File: config.mk
export PLATFORM = sky130hd
export DESIGN_NAME = fetch_ctrl
export DESIGN_NICKNAME = d
export VERILOG_FILES = /design/src/rtl/rv_pkg.sv /design/src/rtl/fetch_fifo.sv /design/src/rtl/fetch_ctrl.sv
export SDC_FILE = /design/constraint.sdc
export NUM_CORES = 1
export LEC_CHECK = 0
export ABC_AREA = 1
export ABC_CLOCK_PERIOD_IN_PS = 7190
export CAP_MARGIN = 20
export CELL_PAD_IN_SITES_DETAIL_PLACEMENT = 0
export CELL_PAD_IN_SITES_GLOBAL_PLACEMENT = 1
export CORE_MARGIN = 5
export CORE_UTILIZATION = 35
export CTS_CLUSTER_DIAMETER = 60
export CTS_CLUSTER_SIZE = 8
export DETAILED_ROUTE_END_ITERATION = 10
export GPL_TIMING_DRIVEN = 0
export PLACE_DENSITY = 0.75
export SYNTH_ARGS = -nofsm -noshare
export SYNTH_HDL_FRONTEND = slang
export SYNTH_SLANG_ARGS = --single-unit
File: constraint.sdc
create_clock -name clk -period 7.19 [get_ports clk]
set_clock_uncertainty 0.05 [all_clocks]
set_input_delay 1.0785 -clock clk [delete_from_list [all_inputs] [get_ports clk]]
set_output_delay 1.0785 -clock clk [all_outputs]
set_load 0.02 [all_outputs]
File: src/rtl/rv_pkg.sv
// Shared RISC-V pipeline types and constants.
// Used by the fetch sequencer and its output FIFO.
package rv_pkg;

    localparam int XLEN        = 32;
    localparam int INSTR_BYTES = 4;
    localparam logic [XLEN-1:0] NOP = 32'h0000_0013;

    typedef enum logic {
        IDLE = 1'b0,
        RUN  = 1'b1
    } fetch_state_t;

    typedef struct packed {
        logic [XLEN-1:0] pc;
        logic [XLEN-1:0] instr;
    } fetch_entry_t;

    // Force a byte address onto an instruction boundary.
    function automatic logic [XLEN-1:0] align_pc(input logic [XLEN-1:0] a);
        return {a[XLEN-1:2], 2'b00};
    endfunction

endpackage

File: src/rtl/fetch_fifo.sv
// Small circular buffer of {pc, instr} entries toward IF/ID.
// Synchronous clear dominates push and pop in the same cycle.
module fetch_fifo
    import rv_pkg::*;
#(
    parameter int DEPTH = 2
) (
    input  logic         clk,
    input  logic         rst,
    input  logic         push,
    input  logic         pop,
    input  logic         clear,
    input  fetch_entry_t din,
    output logic         full,
    output logic         empty,
    output fetch_entry_t head
);

    localparam int AW = $clog2(DEPTH);
    localparam logic [AW:0] CNT_FULL = (AW+1)'(DEPTH);

    fetch_entry_t   r_mem [DEPTH];
    logic [AW-1:0]  r_wr_ptr;
    logic [AW-1:0]  r_rd_ptr;
    logic [AW:0]    r_count;
    logic           w_wr;
    logic           w_rd;

    assign full  = (r_count == CNT_FULL);
    assign empty = (r_count == '0);
    assign head  = r_mem[r_rd_ptr];
    assign w_wr  = push & (~full | pop);
    assign w_rd  = pop & ~empty;

    // Storage, pointers and occupancy; clear only rewinds pointers.
    always_ff @(posedge clk or posedge rst) begin
        if (rst) begin
            for (int i = 0; i < DEPTH; i++) begin
                r_mem[i] <= '0;
            end
            r_wr_ptr <= '0;
            r_rd_ptr <= '0;
            r_count  <= '0;
        end else if (clear) begin
            r_wr_ptr <= '0;
            r_rd_ptr <= '0;
            r_count  <= '0;
        end else begin
            if (w_wr) begin
                r_mem[r_wr_ptr] <= din;
                r_wr_ptr        <= r_wr_ptr + AW'(1);
            end
            if (w_rd) begin
                r_rd_ptr <= r_rd_ptr + AW'(1);
            end
            r_count <= r_count + {{AW{1'b0}}, w_wr}
                               - {{AW{1'b0}}, w_rd};
        end
    end

endmodule

File: src/rtl/fetch_ctrl.sv
// Instruction-fetch sequencer: owns the PC, reads the ROM and
// buffers {pc, instr} toward IF/ID with redirect and start/stop.
module fetch_ctrl
    import rv_pkg::*;
#(
    parameter logic [31:0] RESET_PC = 32'h0000_0000,
    parameter int          DEPTH    = 2,
    parameter int          CNT_W    = 32
) (
    input  logic             clk,
    input  logic             rst,
    input  logic             start,
    input  logic             stop,
    input  logic             redirect_valid,
    input  logic [31:0]      redirect_pc,
    output logic [31:0]      imem_pc,
    input  logic [31:0]      imem_instr,
    output logic             out_valid,
    input  logic             out_ready,
    output logic [31:0]      out_pc,
    output logic [31:0]      out_instr,
    output logic             busy,
    output logic             misalign_err,
    output logic [CNT_W-1:0] fetch_count
);

    fetch_state_t     r_state;
    fetch_state_t     w_state_nxt;
    logic [31:0]      r_pc;
    logic             r_misalign;
    logic [CNT_W-1:0] r_fetch_count;
    logic             w_full;
    logic             w_empty;
    logic             w_pop;
    logic             w_push;
    fetch_entry_t     w_head;
    fetch_entry_t     w_din;

    assign out_valid = ~w_empty;
    assign w_pop     = out_valid & out_ready;
    assign w_push    = (r_state == RUN) & ~redirect_valid
                     & (~w_full | w_pop);
    assign w_din     = '{pc: r_pc, instr: imem_instr};

    fetch_fifo #(
        .DEPTH (DEPTH)
    ) u_fifo (
        .clk   (clk),
        .rst   (rst),
        .push  (w_push),
        .pop   (w_pop & ~redirect_valid),
        .clear (redirect_valid),
        .din   (w_din),
        .full  (w_full),
        .empty (w_empty),
        .head  (w_head)
    );

    // Run/idle transitions; start and stop only act in their own state.
    always_comb begin
        w_state_nxt = r_state;
        unique case (r_state)
            IDLE: if (start) w_state_nxt = RUN;
            RUN:  if (stop)  w_state_nxt = IDLE;
            default: w_state_nxt = IDLE;
        endcase
    end

    // Fetch state register.
    always_ff @(posedge clk or posedge rst) begin
        if (rst) r_state <= IDLE;
        else     r_state <= w_state_nxt;
    end

    // PC: redirect wins, otherwise advance on every push.
    always_ff @(posedge clk or posedge rst) begin
        if (rst) begin
            r_pc <= RESET_PC;
        end else if (redirect_valid) begin
            r_pc <= align_pc(redirect_pc);
        end else if (w_push) begin
            r_pc <= r_pc + 32'(INSTR_BYTES);
        end
    end

    // Sticky flag for redirect targets off a word boundary.
    always_ff @(posedge clk or posedge rst) begin
        if (rst) begin
            r_misalign <= 1'b0;
        end else if (redirect_valid && (redirect_pc[1:0] != 2'b00)) begin
            r_misalign <= 1'b1;
        end
    end

    // Count of entries written into the FIFO since reset.
    always_ff @(posedge clk or posedge rst) begin
        if (rst)         r_fetch_count <= '0;
        else if (w_push) r_fetch_count <= r_fetch_count + CNT_W'(1);
    end

    assign imem_pc      = r_pc;
    assign out_pc       = w_head.pc;
    assign out_instr    = w_head.instr;
    assign busy         = (r_state == RUN);
    assign misalign_err = r_misalign;
    assign fetch_count  = r_fetch_count;

endmodule

==> impl_metrics.json, run 1 <==
{
  "drt.antenna.violating_nets": 0,
  "iter_0_drt_violations": 545,
  "syn-cell-area_um2": 9730,
  "starting_density_pct": 35.2,
  "hold_start": "u_fifo.r_mem[36]$_DFFE_PP0P_",
  "synth.yosys.warnings": 0,
  "pwr_density_cell_nw_per_um2": 338,
  "grt_first_pass_wirelength_mm": 46.7,
  "synth.yosys.seq_area_share_pct": 49.4,
  "cts_root_buf": "clkbuf_16",
  "final_nets": 1486,
  "drt_pass1_iterations": 8,
  "hold_path_depth": 2,
  "htree_num_levels": 4,
  "worstPathCellList": "clkbuf_1 -> buf_2 -> mux2_2 -> clkdlybuf4s50_1",
  "vdd_drop_max_mv": 0.150,
  "muxShareOfSynthArea_pct": 7.18,
  "tightestPinTransition_ns": 0.726,
  "synth_area_leader_cell": "dfrtp_1",
  "timing.max_cap.violations": 0,
  "grt_pass1_vias": 8444,
  "worstPathMaxFanout": 10,
  "post_route_wl_mm": 29.5,
  "postCtsHoldBufs": 0,
  "cts_tree": "done",
  "share_of_post_route_cells_with_drive_strength_above_1_pct": 10.8,
  "period_utilization_post_route_pct": 53.4,
  "synth_compound_gate_area_share_pct": 8.98,
  "largest_delay_contributor_family_on_the_critical_path": "buffers and inverters",
  "numClockSinks": 192,
  "synth_cell_types": 35,
  "drv_slew": 0,
  "detail_route.vias_per_cell": 4.65,
  "final-instance-count-excl-fill": 1803,
  "post-route-min-period_ns": 3.84,
  "maximum_number_of_pins_on_one_net_before_global_route_repair": 125,
  "crit-reg2reg-launch": "u_fifo.r_count[0]$_DFF_PP0_",
  "antenna_found_initial": 0,
  "path_buf_inv": 3,
  "route.detailed.wl_per_inst_um": 16.3,
  "placement_rows": 61,
  "synthCells": 1194,
  "design.core.area_um2": 27600,
  "post_cts.resized_instances": 0,
  "syn_avg_cell_area_um2": 8.15,
  "hold_violation_total_from_the_final_report": 0,
  "result_of_the_run": "completed",
  "setup.worst_path.class": "flip-flop to output port",
  "yosysTopAreaCellShare_pct": 49.4,
  "final_design_area_no_fill_um2": 12800,
  "postSynthRegisterBits": 192,
  "globalRouteOverflowTotal": 0,
  "worst_path_max_delay_cell": "clkbuf_1",
  "synth_simple_gate_area_share_pct": 23.6,
  "slew_headroom_pct": 51.6,
  "largest_family_of_logic_cells_by_synthesized_area": "simple AND/OR/NAND/NOR gates",
  "placed_cells_incl_taps": 1771,
  "grt_use_total_pct": 18.9,
  "setup_viol": 0,
  "area_growth_syn_to_layout_pct": 31.9,
  "antenna_cells_inserted": 0,
  "category_of_the_worst_setup_path_capture_point": "output port",
  "die_h_um": 177,
  "place.port_buffers": 195,
  "rsz0062_at_grt": "false",
  "clock_latency_ns": 0.43,
  "worst_ep_arrival_time_ns": 2.71,
  "clkSlewWorstSetupHoldPaths_ns": 0.08,
  "total_leakage_power_nw": 5.88,
  "dpl-instance-area_um2": 12200,
  "synth.area.top_cells": "dfrtp_1 (49%), nand2_1 (15%), mux2_2 (7.2%), o21ai_0 (5.2%), inv_1 (5.0%)",
  "cts_buffers": 17,
  "critical-path-max-stage-delay_ns": 0.55,
  "synth_xor_xnor_area_share_pct": 2.25,
  "dieArea_um2": 31200,
  "r2r_cells": 8,
  "fillCellCount": 2857,
  "vias": 8380,
  "whs_endpoint": "u_fifo.r_mem[36]$_DFFE_PP0P_",
  "dieWidth_um": 177,
  "r2r_slack_ns": 5.23,
  "synth_adder_area_share_pct": 0.514,
  "cts_buffer_depth": 2,
  "cp_data_required_time_ns": 6.06,
  "worstSetupStartpointType": "flip-flop",
  "r2r_end": "u_fifo.r_mem[73]$_DFFE_PP0P_",
  "achievable-frequency_mhz": 260,
  "dr_drc_count": 0,
  "routabilityCongestion": 0.879,
  "postCtsSetupRepairBufs": 0,
  "min_path_type": "flip-flop to flip-flop",
  "ios": 201,
  "dp_hpwl_mm": 21.9
}
-- stage by stage --
stage	hold WS (ns)	util (%)	power, mW	setup WS, ns	TNS, ns
2_1_floorplan	0.398	-	2.60	0.834	0
3_3_place_gp	0.411	44.0	3.33	-1.93	-367.38
3_5_place_dp	0.415	44.2	3.36	3.78	0
4_1_cts	0.436	46.4	4.39	3.30	0
5_1_grt	0.453	46.4	4.60	3.20	0
6_report	0.432	46.4	4.34	3.35	0
-- layout by cell type (no fill, tap or decap), types with 5 or more instances in the layout --
cell	n
nand2_1	392
clkdlybuf4s50_1	195
dfrtp_1	192
inv_1	129
o21ai_0	101
nor2_1	85
mux2_2	62
nand3_1	51
o21ai_1	50
buf_2	22
xor2_1	17
clkbuf_16	17
clkbuf_1	14
nand4_1	9
buf_6	8
xnor2_1	8
inv_8	7
nor2_2	7
buf_4	5
nor3_1	5
-- metal layers --
| metal | track usage, % | routed length, um | up-vias |
|---|---|---|---|
| met2 | 29.2 | 13200 | 189 |
| met3 | 3.46 | 1250 | 22 |
| met1 | 27.9 | 14700 | 3949 |
| met4 | 3.74 | 318 | 0 |
| li1 | - | - | 4220 |
| met5 | 0 | 0 | - |
-- power breakdown --
part	switching, mW	internal [mW]	leakage [nW]
Combinational	0.881	0.778	3.17
Clock	0.499	0.513	0.308
Sequential	0.226	1.44	2.40
Total	1.61	2.73	5.88
-- cell type report --
| cell class | count | area (um^2) | share of cell area (%) |
|---|---|---|---|
| buffer | 50 | 294 | 2.29 |
| clock buffer | 17 | 425 | 3.32 |
| clock inverter | 15 | 205 | 1.60 |
| inverter | 131 | 499 | 3.89 |
| multi-input combinational | 824 | 4150 | 32.3 |
| sequential | 192 | 4800 | 37.4 |
| tap | 378 | 473 | 3.69 |
| timing repair buffer | 196 | 1980 | 15.4 |
-- synthesized netlist by cell type --
library cell / number
and2_1: 1
ha_1: 4
nor2_1: 85
buf_6: 8
nor2_4: 4
a21oi_1: 2
nand2_2: 4
nor2_8: 1
o21ai_1: 50
o21bai_1: 3
o221ai_1: 1
nand2_4: 1
nand3_1: 51
xor2_1: 17
o21ai_2: 3
nand4_1: 9
o31ai_1: 1
nand2_1: 392
dfrtp_1: 192
inv_2: 1
o211ai_1: 4
buf_2: 22
conb_1: 1
nor3_1: 5
clkbuf_1: 14
xnor2_1: 8
buf_1: 1
mux2_2: 62
inv_1: 130
o21ai_0: 101
nor3_2: 1
nor2_2: 7
or2_2: 1
o22ai_1: 2
buf_4: 5
-- registers in the layout (all words and copies together) (netlist names) --
register,flops
busy,1
fetch_count,32
imem_pc,30
misalign_err,1
u_fifo.r_count,2
u_fifo.r_mem,124
u_fifo.r_rd_ptr,1
u_fifo.r_wr_ptr,1
-- cells by family after synthesis --
| logic type | after synthesis |
|---|---|
| simple gates | 562 |
| mux | 62 |
| compound gates | 167 |
| other cells | 1 |
| flops | 192 |
| xor+xnor | 25 |
| fa+ha+maj | 4 |
| buf+inv | 181 |
-- worst max path at each step --
stage          cells past startpoint                       endpoint                         from
6_report                           4                     out_pc[30]  u_fifo.r_rd_ptr$_DFFE_PP0P_
4_1_cts                            4                     out_pc[30]  u_fifo.r_rd_ptr$_DFFE_PP0P_
3_5_place_dp                       4                     out_pc[30]  u_fifo.r_rd_ptr$_DFFE_PP0P_
2_1_floorplan                      1                 busy$_DFF_PP0_                          rst
3_3_place_gp                       2  u_fifo.r_mem[120]$_DFFE_PP0P_                          rst
5_1_grt                            4                     out_pc[26]  u_fifo.r_rd_ptr$_DFFE_PP0P_
-- worst register-to-register path: cells and delay by family, from the launching register on --
family                 cells  cell delay [ns]
buffers and inverters      3             0.66
AND/OR/NAND/NOR            4             0.60
flip-flops                 1             0.39
AO/OA/AOI/OAI              1             0.12
Note: power is estimated with default switching activity, not from simulation.
==> run 2: changes to the inputs <==
--- a/config.mk
+++ b/config.mk
@@ -6,7 +6,7 @@
 export NUM_CORES = 1
 export LEC_CHECK = 0
 export ABC_AREA = 1
-export ABC_CLOCK_PERIOD_IN_PS = 7190
+export ABC_CLOCK_PERIOD_IN_PS = 3700
 export CAP_MARGIN = 20
 export CELL_PAD_IN_SITES_DETAIL_PLACEMENT = 0
 export CELL_PAD_IN_SITES_GLOBAL_PLACEMENT = 1
==> constraint.sdc (replaced) <==
create_clock -name clk -period 3.7 [get_ports clk]
set_clock_uncertainty 0.05 [all_clocks]
set_input_delay 0.555 -clock clk [delete_from_list [all_inputs] [get_ports clk]]
set_output_delay 0.555 -clock clk [all_outputs]
set_load 0.02 [all_outputs]
==> impl_metrics.json, run 2 (same netlist as run 1, synthesis figures left out) <==
{
  "result_of_the_run": "completed",
  "slew_headroom_pct": 50.6,
  "share_of_post_route_cells_with_drive_strength_above_1_pct": 11.1,
  "r2r_slack_ns": 1.78,
  "setup_viol": 0,
  "worst_path_max_delay_cell": "clkbuf_1",
  "antenna_cells_inserted": 0,
  "cts_buffer_depth": 2,
  "drv_slew": 0,
  "netSwitchingFraction_pct": 36.9,
  "globalRouteOverflowTotal": 0,
  "period_utilization_post_route_pct": 89.5,
  "r2r_cells": 8,
  "dieWidth_um": 177,
  "dp_worst_setup_slack_ns": 0.752,
  "htree_num_levels": 4,
  "pwr_density_cell_nw_per_um2": 652,
  "r2r_end": "u_fifo.r_mem[117]$_DFFE_PP0P_",
  "clock_latency_ns": 0.44,
  "cts_buffers": 17,
  "tightestPinTransition_ns": 0.742,
  "layout.cells.most_common": "nand2_1",
  "dp_hpwl_mm": 22.3,
  "die_h_um": 177,
  "p_comb_share_pct": 38.3,
  "post-layout-total-power_mw": 8.42,
  "maximum_number_of_pins_on_one_net_before_global_route_repair": 43,
  "total_leakage_power_nw": 5.91,
  "starting_density_pct": 35.2,
  "grt_pass1_vias": 8336,
  "setup_ws_ns": 0.390,
  "iter_0_drt_violations": 534,
  "vdd_drop_max_mv": 0.271,
  "achievable-frequency_mhz": 302,
  "place.port_buffers": 195,
  "worst_setup_path_startpoint": "u_fifo.r_rd_ptr$_DFFE_PP0P_",
  "internal_power_mw": 5.31,
  "min_path_type": "primary input to asynchronous set/reset pin",
  "grt_first_pass_wirelength_mm": 47.3,
  "worstPathCellList": "clkbuf_1 -> buf_2 -> mux2_2 -> clkdlybuf4s50_1",
  "ios": 201,
  "final-instance-count-excl-fill": 1807,
  "worstSetupStartpointType": "flip-flop",
  "routabilityCongestion": 0.826,
  "numClockSinks": 192,
  "setup.worst_path.class": "flip-flop to output port",
  "detail_route.vias_per_cell": 4.63,
  "fin_worst_hold_slack_ns": 0.421,
  "placed_cells_incl_taps": 1775,
  "drt_pass1_iterations": 4,
  "mostFrequentLayoutCells": "nand2_1 (392), clkdlybuf4s50_1 (195), dfrtp_1 (192), inv_1 (129), o21ai_0 (101)",
  "largest-register": "u_fifo.r_mem",
  "dr_drc_count": 0,
  "share_clk_of_total_power_pct": 23.2,
  "design.core.area_um2": 27600,
  "netSwitchingPower_mw": 3.11,
  "antenna_found_initial": 0,
  "largest_reg_flops": 124,
  "post_cts.resized_instances": 0,
  "crit-reg2reg-launch": "u_fifo.r_count[0]$_DFF_PP0_",
  "post-route-util_pct": 46.7,
  "seq_power_share_pct": 38.4,
  "area_growth_syn_to_layout_pct": 32.6,
  "clkSlewWorstSetupHoldPaths_ns": 0.08,
  "final_nets": 1490,
  "cts_tree": "done",
  "drt.antenna.violating_nets": 0,
  "timing.max_cap.violations": 0,
  "hold_violation_total_from_the_final_report": 0,
  "cp_data_required_time_ns": 3.09,
  "worstPathMaxFanout": 10,
  "rsz0062_at_grt": "false",
  "postCtsSetupRepairBufs": 0,
  "critical-path-max-stage-delay_ns": 0.56,
  "postCtsHoldBufs": 0,
  "post_route_wl_mm": 29.6,
  "placement_rows": 61,
  "category_of_the_worst_setup_path_capture_point": "output port",
  "vias": 8368,
  "cts_root_buf": "clkbuf_16",
  "post-route-min-period_ns": 3.31,
  "dieArea_um2": 31200,
  "route.detailed.wl_per_inst_um": 16.4,
  "worst_ep_arrival_time_ns": 2.70,
  "grt_use_total_pct": 19.2
}
==> run 2: cell types whose count changed in the layout (fill, tap and decap cells not counted), sizes merged <==
cell | previous run | this run
clkinv | 5 | 6
inv | 140 | 138
buf | 37 | 41
clkinvlp | 0 | 1
==> run 2: power by group through the flow <==
| stage | clock network, mW | registers (mW) | logic (mW) |
|---|---|---|---|
| 2_1_floorplan | 0 | 3.24 | 1.81 |
| 3_3_place_gp | 0 | 3.24 | 3.23 |
| 3_5_place_dp | 0 | 3.27 | 3.26 |
| 4_1_cts | 2.00 | 3.23 | 3.28 |
| 5_1_grt | 2.08 | 3.33 | 3.53 |
| 6_report | 1.96 | 3.24 | 3.23 |
==> run 2: per-stage QoR <==
step                TNS [ns]  instance area (um^2)
detailed placement         0                 12300
global placement     -203.61                 12200
floorplan                  0                  9740
global route               0                 12900
CTS                        0                 12900
finish                     0                 12900
==> run 2: worst max-delay path by stage <==
stage	slack, ns	cells past startpoint	end
global route	0.23	4	out_pc[11]
detailed placement	0.75	4	out_pc[30]
floorplan	0.62	1	busy$_DFF_PP0_
global placement	-1.07	2	u_fifo.r_mem[120]$_DFFE_PP0P_
CTS	0.28	4	out_pc[30]
finish	0.39	4	out_pc[30]
==> run 2: metal layers <==
metal	part of all wire (%)	global-route usage, %
met5	0	0
met4	0.77	3.68
met3	4.7	3.78
met2	45	29.2
met1	50	28.6
==> run 2: critical path, delay by kind of cell, from the launching register on <==
kind,cells,cell delay [ns]
buffers and inverters,3,1.53
multiplexers,1,0.39
flip-flops,1,0.34
==> run 2: layout make-up <==
cell class | instances | area [um^2]
Sequential cell | 192 | 4800
Clock inverter | 15 | 205
Buffer | 50 | 294
Tap cell | 378 | 473
Multi-Input combinational cell | 824 | 4150
Inverter | 131 | 495
Clock buffer | 17 | 425
Fill cell | 2760 | 14700
Timing Repair Buffer | 200 | 2050
==> run 3: changes to the inputs <==
--- a/config.mk
+++ b/config.mk
@@ -12,6 +12,7 @@
 export CELL_PAD_IN_SITES_GLOBAL_PLACEMENT = 1
 export CORE_MARGIN = 5
 export CORE_UTILIZATION = 35
+export CTS_BUF_LIST = sky130_fd_sc_hd__clkbuf_16
 export CTS_CLUSTER_DIAMETER = 60
 export CTS_CLUSTER_SIZE = 8
 export DETAILED_ROUTE_END_ITERATION = 10
==> results of run 3 <==
Final layout, timing and power as in run 2 (identical DEF).
